--- src/rtl/lsu_pkg.sv ---
// Shared types for the load/store unit: access modes, FSM states, lane masks.
// Used by lsu_mem_if and lsu_align.
package lsu_pkg;

   typedef enum logic [2:0] {
      MEM_B    = 3'b000,
      MEM_H    = 3'b001,
      MEM_W    = 3'b010,
      MEM_BU   = 3'b011,
      MEM_HU   = 3'b100,
      MEM_NONE = 3'b111
   } mem_acc_mode_e;

   typedef enum logic [2:0] {
      StIdle,
      StReq0,
      StWait0,
      StReq1,
      StWait1,
      StDone
   } lsu_state_e;

   localparam logic [3:0] LANE_B = 4'b0001;
   localparam logic [3:0] LANE_H = 4'b0011;
   localparam logic [3:0] LANE_W = 4'b1111;

   function automatic logic [3:0] lane_mask(input logic [2:0] mode);
      case (mode)
         MEM_B, MEM_BU: lane_mask = LANE_B;
         MEM_H, MEM_HU: lane_mask = LANE_H;
         default:       lane_mask = LANE_W;
      endcase
   endfunction

   function automatic logic [2:0] acc_size(input logic [2:0] mode);
      case (mode)
         MEM_B, MEM_BU: acc_size = 3'd1;
         MEM_H, MEM_HU: acc_size = 3'd2;
         default:       acc_size = 3'd4;
      endcase
   endfunction

   // True when the access crosses a word boundary and needs a second beat.
   function automatic logic needs_split(input logic [2:0] mode, input logic [1:0] offs);
      needs_split = ({1'b0, offs} + acc_size(mode)) > 3'd4;
   endfunction

endpackage

--- src/rtl/lsu_align.sv ---
// Combinational lane alignment: byte strobes and shifted write data for both
// beats, plus load-data assembly with sign/zero extension.
module lsu_align
   import lsu_pkg::*;
(
   input  logic [2:0]  mode_i,
   input  logic [1:0]  offs_i,
   input  logic [31:0] wdata_i,
   input  logic [31:0] beat0_i,
   input  logic [31:0] beat1_i,
   output logic [3:0]  strb0_o,
   output logic [3:0]  strb1_o,
   output logic [31:0] wdata0_o,
   output logic [31:0] wdata1_o,
   output logic [31:0] ldata_o
);

   logic [5:0]  sh_lo;
   logic [5:0]  sh_hi;
   logic [7:0]  mask8;
   logic [31:0] raw;

   always_comb begin
      sh_lo    = {1'b0, offs_i, 3'b000};
      sh_hi    = 6'd32 - sh_lo;
      // Upper nibble of the shifted mask is exactly the beat-1 strobe.
      mask8    = {4'b0000, lane_mask(mode_i)} << offs_i;
      strb0_o  = mask8[3:0];
      strb1_o  = mask8[7:4];
      wdata0_o = wdata_i << sh_lo;
      wdata1_o = wdata_i >> sh_hi;
      raw      = (beat1_i << sh_hi) | (beat0_i >> sh_lo);
      case (mode_i)
         MEM_B:   ldata_o = {{24{raw[7]}}, raw[7:0]};
         MEM_H:   ldata_o = {{16{raw[15]}}, raw[15:0]};
         MEM_BU:  ldata_o = {24'h000000, raw[7:0]};
         MEM_HU:  ldata_o = {16'h0000, raw[15:0]};
         default: ldata_o = raw;
      endcase
   end

endmodule

--- src/rtl/lsu_mem_if.sv ---
// Load/store unit bus interface: request/grant/response FSM with stall and timeout.
// Define LSU_MISALIGN_SPLIT_EN to split misaligned accesses into two beats.
module lsu_mem_if
   import lsu_pkg::*;
#(
   parameter int unsigned BUS_TIMEOUT = 0
) (
   input  logic        clk,
   input  logic        rst,
   input  logic        rd_en,
   input  logic        wr_en,
   input  logic [2:0]  mem_acc_mode,
   input  logic [31:0] addr,
   input  logic [31:0] wdata,
   output logic [31:0] rdata,
   output logic        stall,
   output logic        bus_err,
   output logic        bus_req,
   output logic        bus_we,
   output logic [31:0] bus_addr,
   output logic [3:0]  bus_strb,
   output logic [31:0] bus_wdata,
   input  logic        bus_gnt,
   input  logic        bus_rvalid,
   input  logic [31:0] bus_rdata
);

   lsu_state_e  state_q, state_d;
   logic [31:0] addr_q, addr_d;
   logic [31:0] wdata_q, wdata_d;
   logic [2:0]  mode_q, mode_d;
   logic        we_q, we_d;
   logic        err_q, err_d;
   logic [31:0] beat0_q, beat0_d;
   logic [31:0] beat1_q, beat1_d;
   logic [31:0] cnt_q, cnt_d;

   logic        accept, timeout, stall_c, req_c;
   logic [3:0]  strb0, strb1;
   logic [31:0] wdata0, wdata1, ldata, base;

   lsu_align u_align (
      .mode_i   (mode_q),
      .offs_i   (addr_q[1:0]),
      .wdata_i  (wdata_q),
      .beat0_i  (beat0_q),
      .beat1_i  (beat1_q),
      .strb0_o  (strb0),
      .strb1_o  (strb1),
      .wdata0_o (wdata0),
      .wdata1_o (wdata1),
      .ldata_o  (ldata)
   );

   assign accept  = (rd_en | wr_en) && (mem_acc_mode <= 3'b100);
   assign timeout = (BUS_TIMEOUT != 0) && (cnt_q == BUS_TIMEOUT);

   always_comb begin
      state_d = state_q;
      addr_d  = addr_q;
      wdata_d = wdata_q;
      mode_d  = mode_q;
      we_d    = we_q;
      err_d   = err_q;
      beat0_d = beat0_q;
      beat1_d = beat1_q;
      stall_c = 1'b0;
      req_c   = 1'b0;
      case (state_q)
         StIdle: begin
            if (accept) begin
               stall_c = 1'b1;
               addr_d  = addr;
               wdata_d = wdata;
               we_d    = wr_en;
               err_d   = 1'b0;
               beat0_d = '0;
               beat1_d = '0;
               mode_d  = mem_acc_mode;
               if (wr_en && mem_acc_mode == MEM_BU) mode_d = MEM_B;
               if (wr_en && mem_acc_mode == MEM_HU) mode_d = MEM_H;
`ifdef LSU_MISALIGN_SPLIT_EN
               state_d = StReq0;
`else
               if (needs_split(mem_acc_mode, addr[1:0])) begin
                  state_d = StDone;
                  err_d   = 1'b1;
               end else begin
                  state_d = StReq0;
               end
`endif
            end
         end
         StReq0: begin
            stall_c = 1'b1;
            if (timeout) begin
               state_d = StDone;
               err_d   = 1'b1;
            end else begin
               req_c = 1'b1;
               if (bus_gnt) begin
`ifdef LSU_MISALIGN_SPLIT_EN
                  if (we_q) state_d = needs_split(mode_q, addr_q[1:0]) ? StReq1 : StDone;
                  else      state_d = StWait0;
`else
                  state_d = we_q ? StDone : StWait0;
`endif
               end
            end
         end
         StWait0: begin
            stall_c = 1'b1;
            if (timeout) begin
               state_d = StDone;
               err_d   = 1'b1;
            end else if (bus_rvalid) begin
               beat0_d = bus_rdata;
`ifdef LSU_MISALIGN_SPLIT_EN
               state_d = needs_split(mode_q, addr_q[1:0]) ? StReq1 : StDone;
`else
               state_d = StDone;
`endif
            end
         end
`ifdef LSU_MISALIGN_SPLIT_EN
         StReq1: begin
            stall_c = 1'b1;
            if (timeout) begin
               state_d = StDone;
               err_d   = 1'b1;
            end else begin
               req_c = 1'b1;
               if (bus_gnt) state_d = we_q ? StDone : StWait1;
            end
         end
         StWait1: begin
            stall_c = 1'b1;
            if (timeout) begin
               state_d = StDone;
               err_d   = 1'b1;
            end else if (bus_rvalid) begin
               beat1_d = bus_rdata;
               state_d = StDone;
            end
         end
`endif
         StDone:  state_d = StIdle;
         default: state_d = StIdle;
      endcase
      cnt_d = (state_d != state_q) ? '0 : cnt_q + 32'd1;
   end

   always_ff @(posedge clk or posedge rst) begin
      if (rst) begin
         state_q <= StIdle;
         addr_q  <= '0;
         wdata_q <= '0;
         mode_q  <= '0;
         we_q    <= 1'b0;
         err_q   <= 1'b0;
         beat0_q <= '0;
         beat1_q <= '0;
         cnt_q   <= '0;
      end else begin
         state_q <= state_d;
         addr_q  <= addr_d;
         wdata_q <= wdata_d;
         mode_q  <= mode_d;
         we_q    <= we_d;
         err_q   <= err_d;
         beat0_q <= beat0_d;
         beat1_q <= beat1_d;
         cnt_q   <= cnt_d;
      end
   end

   always_comb begin
      base      = {addr_q[31:2], 2'b00};
      bus_addr  = '0;
      bus_strb  = '0;
      bus_wdata = '0;
      bus_we    = 1'b0;
      if (state_q == StReq0) begin
         bus_addr  = base;
         bus_strb  = strb0;
         bus_wdata = wdata0;
         bus_we    = we_q;
      end else if (state_q == StReq1) begin
         bus_addr  = base + 32'd4;
         bus_strb  = strb1;
         bus_wdata = wdata1;
         bus_we    = we_q;
      end
   end

   // The accept-cycle stall is combinational from rd_en/wr_en, so mask it in reset.
   assign stall   = stall_c & ~rst;
   assign bus_req = req_c;
   assign bus_err = (state_q == StDone) && err_q;
   assign rdata   = ((state_q == StDone) && !err_q && !we_q) ? ldata : 32'h0;

endmodule

--- config.mk ---
export PLATFORM = sky130hd
export DESIGN_NAME = lsu_mem_if
export DESIGN_NICKNAME = d
export VERILOG_FILES = /design/src/rtl/lsu_pkg.sv /design/src/rtl/lsu_align.sv /design/src/rtl/lsu_mem_if.sv
export SDC_FILE = /design/constraint.sdc
export NUM_CORES = 1
export LEC_CHECK = 0
export BUFFER_PORTS_ARGS = -buffer_cell sky130_fd_sc_hd__clkbuf_2
export CORE_UTILIZATION = 23
export DETAILED_ROUTE_END_ITERATION = 8
export PLACE_DENSITY = 0.43
export SYNTH_ARGS = -nofsm -noshare
export SYNTH_HDL_FRONTEND = slang
export SYNTH_HIERARCHICAL = 1
export SYNTH_SLANG_ARGS = --single-unit
--- constraint.sdc ---
create_clock -name clk -period 5.5 [get_ports clk]
set_input_delay 0.275 -clock clk [delete_from_list [all_inputs] [get_ports clk]]
set_output_delay 0.275 -clock clk [all_outputs]
set_load 0.02 [all_outputs]
==> out/results.ini <==
[worst_setup_path]
worstPathArrival_ns = 3.50
worst_setup_path_start_kind = flop
crit_type = reg -> out
cp.required_ns = 5.22
crit_path_end_kind = primary output
crit_fanout = 39

[global_routing]
track_usage = 0.156
grt_pass1_wl_mm = 42.7
grt-ovfl-total = 0
antenna_found_initial = 0
first_global_vias = 7092
grt_max_degree = 89

[final_layout]
nets = 1192
layout-drive-gt1-share = 0.306
area_delta_synth_final_pct = 23.7
antenna_cells = 0
final_common_cell = clkbuf_2
layout_common_cells = clkbuf_2 (206), dfrtp_1 (102), a22o_1 (72)

[timing]
holdWs_ns = 0.114
worst_pin_slew_ns = 1.20
post-route-period-util = 0.686
drv_slew = 0
setup_violations = 0
relSlewSlack = 0.191
skew_ns = 0.0147
max_freq_ghz = 0.265
finalCriticalPeriod_ns = 3.77
final-hold-violation-count = 0
setup_tns_ns = 0
rsz0062_at_grt = no

[route]
drt_iter0_drc = 481
ant_nets = 0
vias_per_cell = 4.77
wl_mm = 27.5
dr.pass1.iters = 4
vias = 7327
drc_errors = 0
wl_per_cell_microns = 17.9

[yosys]
synth_edf_count = 0
synth_top_area_cell = dfrtp_1
yosys_warnings = 6
syn_area_sq_mm = 0.00795
ys.flop_type = dfrtp_1
synth.top_cell.area_share = 0.327
synthTopCellsByArea = dfrtp_1 (33%), mux2_2 (9.9%), mux2i_1 (8.6%)
yosysSeqAreaShare = 0.327
avgSynthCellArea_sq_um = 9.16
async_flop_share = 1.00
synth-seq-cells = 104
yosys.cell_types.count = 59
synth_cells = 868

[clocking]
clock_sinks = 104
cts-root-buf = clkbuf_16
tritoncts = built
numCtsBuffers = 9
cts_resized = 0
cts_setup_buffers = 0
hold_buffers = 0
clock_latency_ns = 0.37
cts_max_path_buffers = 2
clk_pin_slew_ns = 0.08
h-tree-depth = 3

[placed_design]
place.gp.congestion = 0.810
hpwl_mm = 20.1
port_buffers = 206

[run]
cap_violations = 0

[power]
p_per_area_mw_per_mm2 = 615
ir_worst_vdd_mv = 0.249
static-leakage-power_nw = 4.56

[run_status]
outcome = finished, final reports clean

[floorplanning]
rows = 67
die_w_microns = 188
ios = 209
dieArea_sq_mm = 0.0353
core-area_sq_mm = 0.0338
initial_core_util = 0.235
dieHeight_microns = 188

[worst_hold_path]
hold_class = in -> async

-- synthesized netlist by cell type, types with 3 or more instances --
cell	count
buf_4	6
a22o_1	72
clkbuf_1	37
a221oi_1	4
o31ai_1	8
o22a_1	3
a211o_1	3
and3_1	14
inv_1	8
buf_2	33
and2_1	48
buf_6	3
o21ai_1	3
a21oi_1	55
or3_1	8
or4_1	7
o22ai_1	10
o21ai_2	8
nand3b_1	8
dfrtp_1	104
a22oi_1	9
o221ai_1	4
nand2b_1	6
mux2_2	70
mux2i_1	68
nand3_1	6
nand2_1	33
a211oi_1	27
ha_1	3
nor2b_1	21
xnor2_1	5
or2_2	3
nor2_1	73
nand4_1	10
xor2_1	9
and4_1	5
o21ai_0	42
nor3_1	3
-- routing by layer --
layer / up-vias / GRT usage / part of all wire
li1: 3602 / - / -
met1: 3529 / 0.227 / 0.50
met2: 173 / 0.236 / 0.45
met3: 23 / 0.0251 / 0.040
met4: 0 / 0.0400 / 0.015
met5: - / 0 / 0
-- flip-flops by register name, indices dropped and copies added, names as in the netlist --
signal and flops:
beat0_q 32, wdata_q 32, state_q 3, addr_q 32, mode_q 3, err_q 1, we_q 1
-- worst paths after layout --
kind | from | endpoint | slack, ns | depth (start not counted)
min | rst | addr_q[24]$_DFFE_PP0P_ | 0.11 | 2
max | addr_q[0]$_DFFE_PP0P_ | bus_wdata[13] | 1.73 | 9
min reg2reg | beat0_q[7]$_DFFE_PP0P_ | beat0_q[7]$_DFFE_PP0P_ | 0.51 | 1
max reg2reg | state_q[1]$_DFFE_PP0P_ | addr_q[5]$_DFFE_PP0P_ | 3.15 | 4
min in group clk | wdata[26] | wdata_q[26]$_DFFE_PP0P_ | 0.13 | 2
max in group asynchronous | rst | addr_q[0]$_DFFE_PP0P_ | 4.27 | 3
-- critical path, stage by stage, from the launching register on --
cell and delay [ns]:
dfrtp_4 0.76, inv_1 0.12, ha_1 0.83, buf_4 0.42, mux2i_1 0.32, nor2_1 0.06, a21oi_1 0.16, nor2_1 0.06
a22o_1 0.23, clkbuf_2 0.15
-- final cells by class --
type                    count  area, sq um
repair buffers            219         1130
clock inverters             6         61.3
clock buffers              10          239
flip-flops and latches    104         2610
fillers                  3629        23900
well taps                 448          561
multi-input cells         741         5210
inverters                   8         32.5
-- metrics by stage --
stage               worst slack [ns]  cells  instance area, sq um  power (W)  utilization
floorplan                       2.49    933                  8200    0.00436            -
global placement                2.17   1520                  9540    0.00537        0.282
detailed placement              2.10   1520                  9540    0.00539        0.282
CTS                             1.70   1536                  9840    0.00610        0.291
global route                    1.42   1536                  9840    0.00655        0.291
finish                          1.73   1536                  9840    0.00605        0.291
-- power by group --
part | total [W] | internal (W) | leakage [nW] | switching [W]
Combinational | 0.00373 | 0.00154 | 3.12 | 0.00218
Sequential | 0.00165 | 0.00111 | 1.29 | 0.000538
Clock | 0.000677 | 0.000332 | 0.144 | 0.000345
Total | 0.00605 | 0.00299 | 4.56 | 0.00306
-- logic make-up after synthesis --
kind of cell             count (synthesis)  share of synthesized area
XOR/XNOR                                14                     0.0154
buffers and inverters                   88                     0.0524
other                                    2                   0.000944
multiplexers                           139                      0.187
AO/OA/AOI/OAI                          264                      0.237
adder cells (fa/ha/maj)                  4                    0.00724
AND/OR/NAND/NOR                        253                      0.173
flip-flops                             104                      0.327
Note: power is estimated with default switching activity, not from simulation.
